## src/rtl/serial_add_ctrl.sv

```systemverilog
// Bit-serial adder with valid/ready handshake: one full-adder cell is reused
// LSB-first for WIDTH cycles to produce {cout, sum} = a + b + cin.

module add1 (
   input  logic i_a,
   input  logic i_b,
   input  logic i_cin,
   output logic o_s,
   output logic o_cout
);
   assign o_s    = i_a ^ i_b ^ i_cin;
   assign o_cout = (i_a & i_b) | (i_cin & (i_a ^ i_b));
endmodule

module serial_add_ctrl #(
   parameter int WIDTH = 8
) (
   input  logic             clk,
   input  logic             rst_n,
   input  logic             in_valid,
   output logic             in_ready,
   input  logic [WIDTH-1:0] a,
   input  logic [WIDTH-1:0] b,
   input  logic             cin,
   input  logic             flush,
   output logic             out_valid,
   input  logic             out_ready,
   output logic [WIDTH-1:0] sum,
   output logic             cout,
   output logic             busy
);
   localparam int CW = $clog2(WIDTH + 1);
   localparam logic [CW-1:0] LAST_BIT = CW'(WIDTH - 1);

   localparam logic [1:0] S_IDLE = 2'd0;
   localparam logic [1:0] S_RUN  = 2'd1;
   localparam logic [1:0] S_DONE = 2'd2;

   logic [1:0]       r_state;
   logic [WIDTH-1:0] r_a;
   logic [WIDTH-1:0] r_b;
   logic [WIDTH-1:0] r_sum;
   logic             r_carry;
   logic [CW-1:0]    r_cnt;

   logic w_sum_bit;
   logic w_carry_out;

   add1 u_add1 (
      .i_a    (r_a[0]),
      .i_b    (r_b[0]),
      .i_cin  (r_carry),
      .o_s    (w_sum_bit),
      .o_cout (w_carry_out)
   );

   // NOTE: all state uses non-blocking assignments so every register samples
   // pre-edge values; blocking here would let r_carry see this cycle's update.
   always_ff @(posedge clk or negedge rst_n) begin
      if (!rst_n) begin
         r_state <= S_IDLE;
         r_a     <= '0;
         r_b     <= '0;
         r_sum   <= '0;
         r_carry <= 1'b0;
         r_cnt   <= '0;
      end else if (flush) begin
         r_state <= S_IDLE;
         r_a     <= '0;
         r_b     <= '0;
         r_sum   <= '0;
         r_carry <= 1'b0;
         r_cnt   <= '0;
      end else begin
         case (r_state)
            S_IDLE: begin
               if (in_valid) begin
                  r_a     <= a;
                  r_b     <= b;
                  r_carry <= cin;
                  r_cnt   <= '0;
                  r_state <= S_RUN;
               end
            end
            S_RUN: begin
               // Sum bits enter at the MSB so after WIDTH shifts bit 0 is at the LSB.
               r_sum   <= (r_sum >> 1) | (WIDTH'(w_sum_bit) << (WIDTH - 1));
               r_a     <= r_a >> 1;
               r_b     <= r_b >> 1;
               r_carry <= w_carry_out;
               r_cnt   <= r_cnt + CW'(1);
               if (r_cnt == LAST_BIT) begin
                  r_state <= S_DONE;
               end
            end
            S_DONE: begin
               if (out_ready) begin
                  r_state <= S_IDLE;
               end
            end
            default: r_state <= S_IDLE;
         endcase
      end
   end

   // r_sum only moves during RUN, so IDLE naturally shows the last completed result.
   assign in_ready  = (r_state == S_IDLE);
   assign busy      = (r_state != S_IDLE);
   assign out_valid = (r_state == S_DONE);
   assign sum       = r_sum;
   assign cout      = r_carry;

endmodule

```

## config.mk

```make
export PLATFORM = sky130hd
export DESIGN_NAME = serial_add_ctrl
export DESIGN_NICKNAME = d
export VERILOG_FILES = /design/src/rtl/serial_add_ctrl.sv
export SDC_FILE = /design/constraint.sdc
export NUM_CORES = 1
export LEC_CHECK = 0
export ABC_AREA = 1
export BUFFER_PORTS_ARGS = -buffer_cell sky130_fd_sc_hd__buf_2
export CAP_MARGIN = 0
export CORE_UTILIZATION = 50
export DETAILED_ROUTE_END_ITERATION = 8
export GPL_TIMING_DRIVEN = 1
export HOLD_SLACK_MARGIN = 0.12
export PLACE_DENSITY = 0.75
export SYNTH_ARGS = -nofsm -noshare
export SYNTH_HDL_FRONTEND = slang
export SYNTH_HIERARCHICAL = 1
export SYNTH_SLANG_ARGS = --single-unit
```

## constraint.sdc

```tcl
create_clock -name clk -period 2.1 [get_ports clk]
set_clock_uncertainty 0.15 [all_clocks]
set_input_delay 0.21 -clock clk [delete_from_list [all_inputs] [get_ports clk]]
set_output_delay 0.21 -clock clk [all_outputs]
set_load 0.01 [all_outputs]
```

# ---- Word-level counts from Yosys, hierarchy flattened
# Index checks and enable logic that the tools add are counted.
dict set report totals {
  reg_bits 31
  latch_bits 0
  ram_bits 0
  romBits 0
  input_bits 22
  out_inout_bits 12
  wordCells 44
  n_memories 0
}
dict set report op_classes {
  add_sub_neg 1
  multipliers 0
  n_div 0
  magnitude_cmp 0
  eq_ne 6
  n_shift 0
  mux 19
  bitwise 6
  reduce_logical 6
}
# operator n
set op_table {}
lappend op_table {{2-to-1 mux 8 bit} 6}
lappend op_table {{case mux 8 bit (2 select lines)} 2}
lappend op_table {{2-to-1 mux 2 bit} 4}
lappend op_table {{2-to-1 mux 4 bit} 2}
lappend op_table {{OR 7 x 8 -> 8 bit} 1}
lappend op_table {{case mux 4 bit (2 select lines)} 1}
lappend op_table {{!= test 3 x 2 -> 1 bit, second input constant} 2}
lappend op_table {{case mux 2 bit (3 select lines)} 1}
lappend op_table {{adder 4 x 1 -> 4 bit, second input constant} 1}
lappend op_table {{== test 4 x 3 -> 1 bit, second input constant} 1}
lappend op_table {{nonzero test 2 bit} 2}
lappend op_table {{!= test 3 bit, second input constant} 1}
lappend op_table {{AND reduction 3 bit} 1}
lappend op_table {{nonzero test 3 bit} 1}
lappend op_table {{bitwise AND 1 bit} 2}
lappend op_table {{== test 2 x 1 -> 1 bit, second input constant} 1}
lappend op_table {{== test 2 bit, second input constant} 1}
lappend op_table {{logical NOT 2 bit} 1}
lappend op_table {{2-to-1 mux 1 bit} 2}
lappend op_table {{case mux 1 bit (2 select lines)} 1}
lappend op_table {{AND reduction 2 bit} 1}
lappend op_table {{bitwise XOR 1 bit} 2}
lappend op_table {{OR 1 bit} 1}

# ---- Logic depth before layout (Yosys ltp)
dict set report depth {
  depth_word 5
  depth_mapped 9
  mapped_depth_nobuf 8
}

# ---- Hierarchy
# Netlist, hierarchy kept.
# module instances cells_per_inst area_each_um2 seq_area_each_um2
set modules_own_cells {}
lappend modules_own_cells {serial_add_ctrl 1 192 1466.4 775.7}
lappend modules_own_cells {add1 1 1 20.0 0.0}

# ---- Least setup slack after synthesis
# No wires, ideal clock.
dict set report synth_path {
  path_kind {register to register}
  startpoint {reg r_state[0]}
  endpoint {reg r_carry (netlist: cout)}
  setup_ps 116
  arrival_time_ps 1193
  required_ps 1834
  path_slack_ps 640
  path_stages_with_launch 8
  path_buffers 1
  period_less_slack_ps 1460
  cell_sequence {dfrtp_1 > nor2_1 > nand3b_1 > nand2_2 > inv_2 > buf_4 > nand2_1 > nand2_1}
}
dict set report synth_via {
  elab_chain_cells 3
  elab_cells_between_ends 7
  classes_between {eq/ne: 2; mux: 2; reduce/logical: 3}
}
# element line_no
set synth_rtl {}
lappend synth_rtl {{start: declaration} 39} ;# logic [1:0] r_state;
lappend synth_rtl {{start signal: assignment} 61} ;# r_state <= S_IDLE;
lappend synth_rtl {{start signal: assignment} 68} ;# r_state <= S_IDLE;
lappend synth_rtl {{start signal: assignment} 82} ;# r_state <= S_RUN;
lappend synth_rtl {{logical NOT 2 bit (*)} --}
lappend synth_rtl {{named net in_ready} 21} ;# output logic in_ready,
lappend synth_rtl {{case mux 1 bit (2 select lines), or another cell as far along} 75} ;# case (r_state)
lappend synth_rtl {{2-to-1 mux 1 bit / AND reduction 2 bit (equally long branches)} --}
lappend synth_rtl {{end signal: assignment} 80} ;# r_carry <= cin;
lappend synth_rtl {{end signal: assignment} 90} ;# r_carry <= w_carry_out;
lappend synth_rtl {{end: declaration} 43} ;# logic r_carry;
# Mark *: on every way through the listed nets, which the timed path passes. The rest lies on a longest branch.
# A chain may end at the register's enable or synchronous reset.

# ---- Final worst setup path
dict set report layout_path {
  startpoint {reg r_cnt[0]}
  endpoint {reg r_state[0]}
}
dict set report layout_via {
  elab_chain_cells 3
}
# element line_no
set layout_rtl {}
lappend layout_rtl {{start: declaration} 44} ;# logic [CW-1:0] r_cnt;
lappend layout_rtl {{start signal: assignment} 91} ;# r_cnt <= r_cnt + CW'(1);
lappend layout_rtl {{== test 4 x 3 -> 1 bit} 92} ;# if (r_cnt == LAST_BIT) begin
lappend layout_rtl {{!= test 3 bit (no source line)} --}
lappend layout_rtl {{AND reduction 3 bit (no source line)} --}
lappend layout_rtl {{end signal: assignment} 93} ;# r_state <= S_DONE;
lappend layout_rtl {{end signal: assignment} 98} ;# r_state <= S_IDLE;
lappend layout_rtl {{end signal: assignment} 101} ;# default: r_state <= S_IDLE;
# Every way passes these cells.

==> flow_metrics.tcl <==
set metrics [dict create \
    status "finished, final reports clean" \
    rows 19 \
    fin_setup_tns_ps 0 \
    final.setup.worst_slack_ps 271 \
    path_max_fanout 5 \
    wl_per_cell_um 11.2 \
    critPathMaxStageDelay_ps 560 \
    final_net_count 278 \
    gr-total-overflow 0 \
    cts_max_level 2 \
    start_util 0.534 \
    drive_gt1_frac 0.208 \
    cts_tree "built" \
    synth_seq_area_share 0.522 \
    regToRegStartpoint "r_cnt[0]" \
    dp_slack_ps 553 \
    grt_pass1_wl_um 5680 \
    cap_violations 0 \
    core_um2 2780 \
    ir_drop_v 0.000529 \
    mappedNetlistArea_um2 1490 \
    criticalPathCategory "register to register" \
    cts-resized-gates 0 \
    hold_viol_final 0 \
    crit_arrival_ps 1900 \
    diodes 0 \
    timing.rr.end "r_state[0]" \
    share_comb_of_total_power 0.250 \
    max-slew-margin-rel 0.548 \
    cts.sinks 31 \
    clockPowerShare 0.233 \
    worst_pin_slew_ps 678 \
    rrSetupSlack_ps 270 \
    p_leak_uw 0.00109 \
    netlist_top_cells_area "dfrtp_1, nand2_1, o22ai_1, inv_1, o21ai_1" \
    cellInternalPower_uw 943 \
    hold_path_class "input pin to async pin" \
    synth_edf_count 0 \
    yosys.area.top_type "dfrtp_1" \
    post-route-min-period_ps 1830 \
    rsz0062_at_grt "false" \
    clk_pin_slew_ps 90 \
    final_antenna_net_count 0 \
    die_h_um 56.5 \
    power.switching_uw 466 \
    post-dp-hpwl_um 1950 \
    globalplace.congestion 0.795 \
    drc_errors 0 \
    numCtsBuffers 5 \
    track_usage 0.233 \
    port_buffers 33 \
    start_kind "register" \
    yosys_warnings 6 \
    drt-initial-drc-count 50 \
    cp_top_family "buffers and inverters" \
    netlist.area_leader.share 0.522 \
    fin_hold_ws_ps 290 \
    antenna_found_initial 0 \
    drt-total-wl_um 3200 \
    routed_via_density 4.78 \
    dp_cells 253 \
    cp.required_ps 2170 \
    syn_area_per_cell_um2 7.70 \
    slew_violations 0 \
    die_x_um 56.5 \
    synth_cells 193 \
    grt_pass1_vias 1327 \
    cts_root_buf "clkbuf_4" \
    ys_ff_latch 31 \
    async_reset_ff_frac 1.00 \
    stdcell_count 286 \
    crit_buf_inv 1 \
    dr.pass1.iters 4 \
    path_cells "ha_1 > nand3_1 > nand2_1 > nand4_1 > dlygate4sd3_1 > nand2_1" \
    p_sw_frac 0.331 \
    crit_path_end_kind "register" \
    io-pin-count 34 \
    vias 1368 \
    final-setup-viol-count 0 \
    min_period_over_period 0.871 \
    r2r_cells 6 \
    grt_max_degree 32 \
    fmax_mhz 547 \
    clk_latency_ps 330 \
    cpMostUsedCell "nand2_1" \
    power_density_nw_per_um2 721 \
    yosys.cell_types.count 20 \
    sequentialPowerShare 0.517 \
    area_growth_pct 31.5 \
    dieArea_um2 3200 \
    slowest_stage "dlygate4sd3_1" \
    ys.flop_type "dfrtp_1" \
    cts_buffer_depth 2 \
    synth_nets 217 \
]
cells in the mapped netlist (2+ instances only):
cell type,count
nand4_1,2
nand2_2,3
inv_2,4
dfrtp_1,31
nand3_1,5
buf_4,2
nand2_1,109
buf_2,2
o21ai_1,6
inv_1,9
nor2_1,5
o21ai_0,2
o22ai_1,6
flip-flops by register name (all words and copies together), names as in the netlist:
signal   count
cout         1
r_a          8
sum          8
r_state      2
r_cnt        4
r_b          8
timing repair:
item	in CTS	in global routing
hold buffers	22	0
endpoints found under the hold margin	52	0
buffers inserted	0	3
setup endpoints to repair	0	1
through the flow:
stage | util | area, µm² | total power [µW]
CTS | 0.695 | 1930 | 1410
global placement | 0.597 | 1660 | 1040
detailed placement | 0.597 | 1660 | 1050
floorplan | - | 1490 | 950
global route | 0.703 | 1950 | 1510
finish | 0.703 | 1950 | 1410
power by group through the flow:
stage | Combinational (µW) | Clock (µW) | Sequential [µW]
2_1_floorplan | 218 | 0 | 732
6_report | 352 | 329 | 728
5_1_grt | 403 | 371 | 738
3_3_place_gp | 302 | 0 | 736
4_1_cts | 342 | 335 | 728
3_5_place_dp | 308 | 0 | 739
per-layer routing:
metal  GRT usage  routed length [µm]  up-vias
li1            -                   -      717
met4      0.0941                  46        0
met3      0.0714                 129        6
met2       0.376                1520       29
met1       0.291                1500      616
met5           0                   0        -
kinds of logic (layout without fill, tap and decap cells):
kind of cell / after synthesis / in the layout / synth area share
simple gates: 127 / 127 / 0.343
flops: 31 / 31 / 0.522
buf+inv: 19 / 81 / 0.0614
compound gates: 14 / 14 / 0.0522
fa+ha+maj: 2 / 2 / 0.0219
how the worst max path moves through the flow:
stage	start	endpoint	cells after the start
after CTS	r_state[1]	r_state[0]	7
after global placement	r_state[0]	r_a[1]	6
after detailed placement	r_state[0]	r_a[7]	6
after global routing	r_cnt[0]	r_state[0]	6
final	r_cnt[0]	r_state[0]	6
after floorplan	r_state[0]	cout	7
area by class of cell:
cell class / count / area, µm²
Sequential cell: 31 / 776
Tap cell: 31 / 38.8
Clock buffer: 7 / 45.0
Inverter: 14 / 55.1
Multi-Input combinational cell: 143 / 619
Timing Repair Buffer: 59 / 415
Clock inverter: 1 / 5.00
Fill cell: 232 / 827
cell usage in the layout (no fill, tap or decap):
cell type / Yosys / routed
ha_1: 1 / 1
buf_2: 2 / 33
nor2_4: 1 / 1
inv_1: 9 / 9
nor2_1: 5 / 5
dfrtp_1: 31 / 31
clkbuf_4: 0 / 5
clkinv_2: 0 / 1
nand2_1: 109 / 109
o21ai_1: 6 / 6
buf_4: 2 / 4
nand2_2: 3 / 3
inv_4: 1 / 1
o22ai_1: 6 / 6
nand3_1: 5 / 5
o21ai_0: 2 / 2
fa_1: 1 / 1
or2_2: 1 / 1
nand3b_1: 1 / 1
clkbuf_1: 0 / 2
inv_2: 4 / 4
nand4_1: 2 / 2
dlygate4sd3_1: 0 / 22
Note: power is estimated with default switching activity, not from simulation.
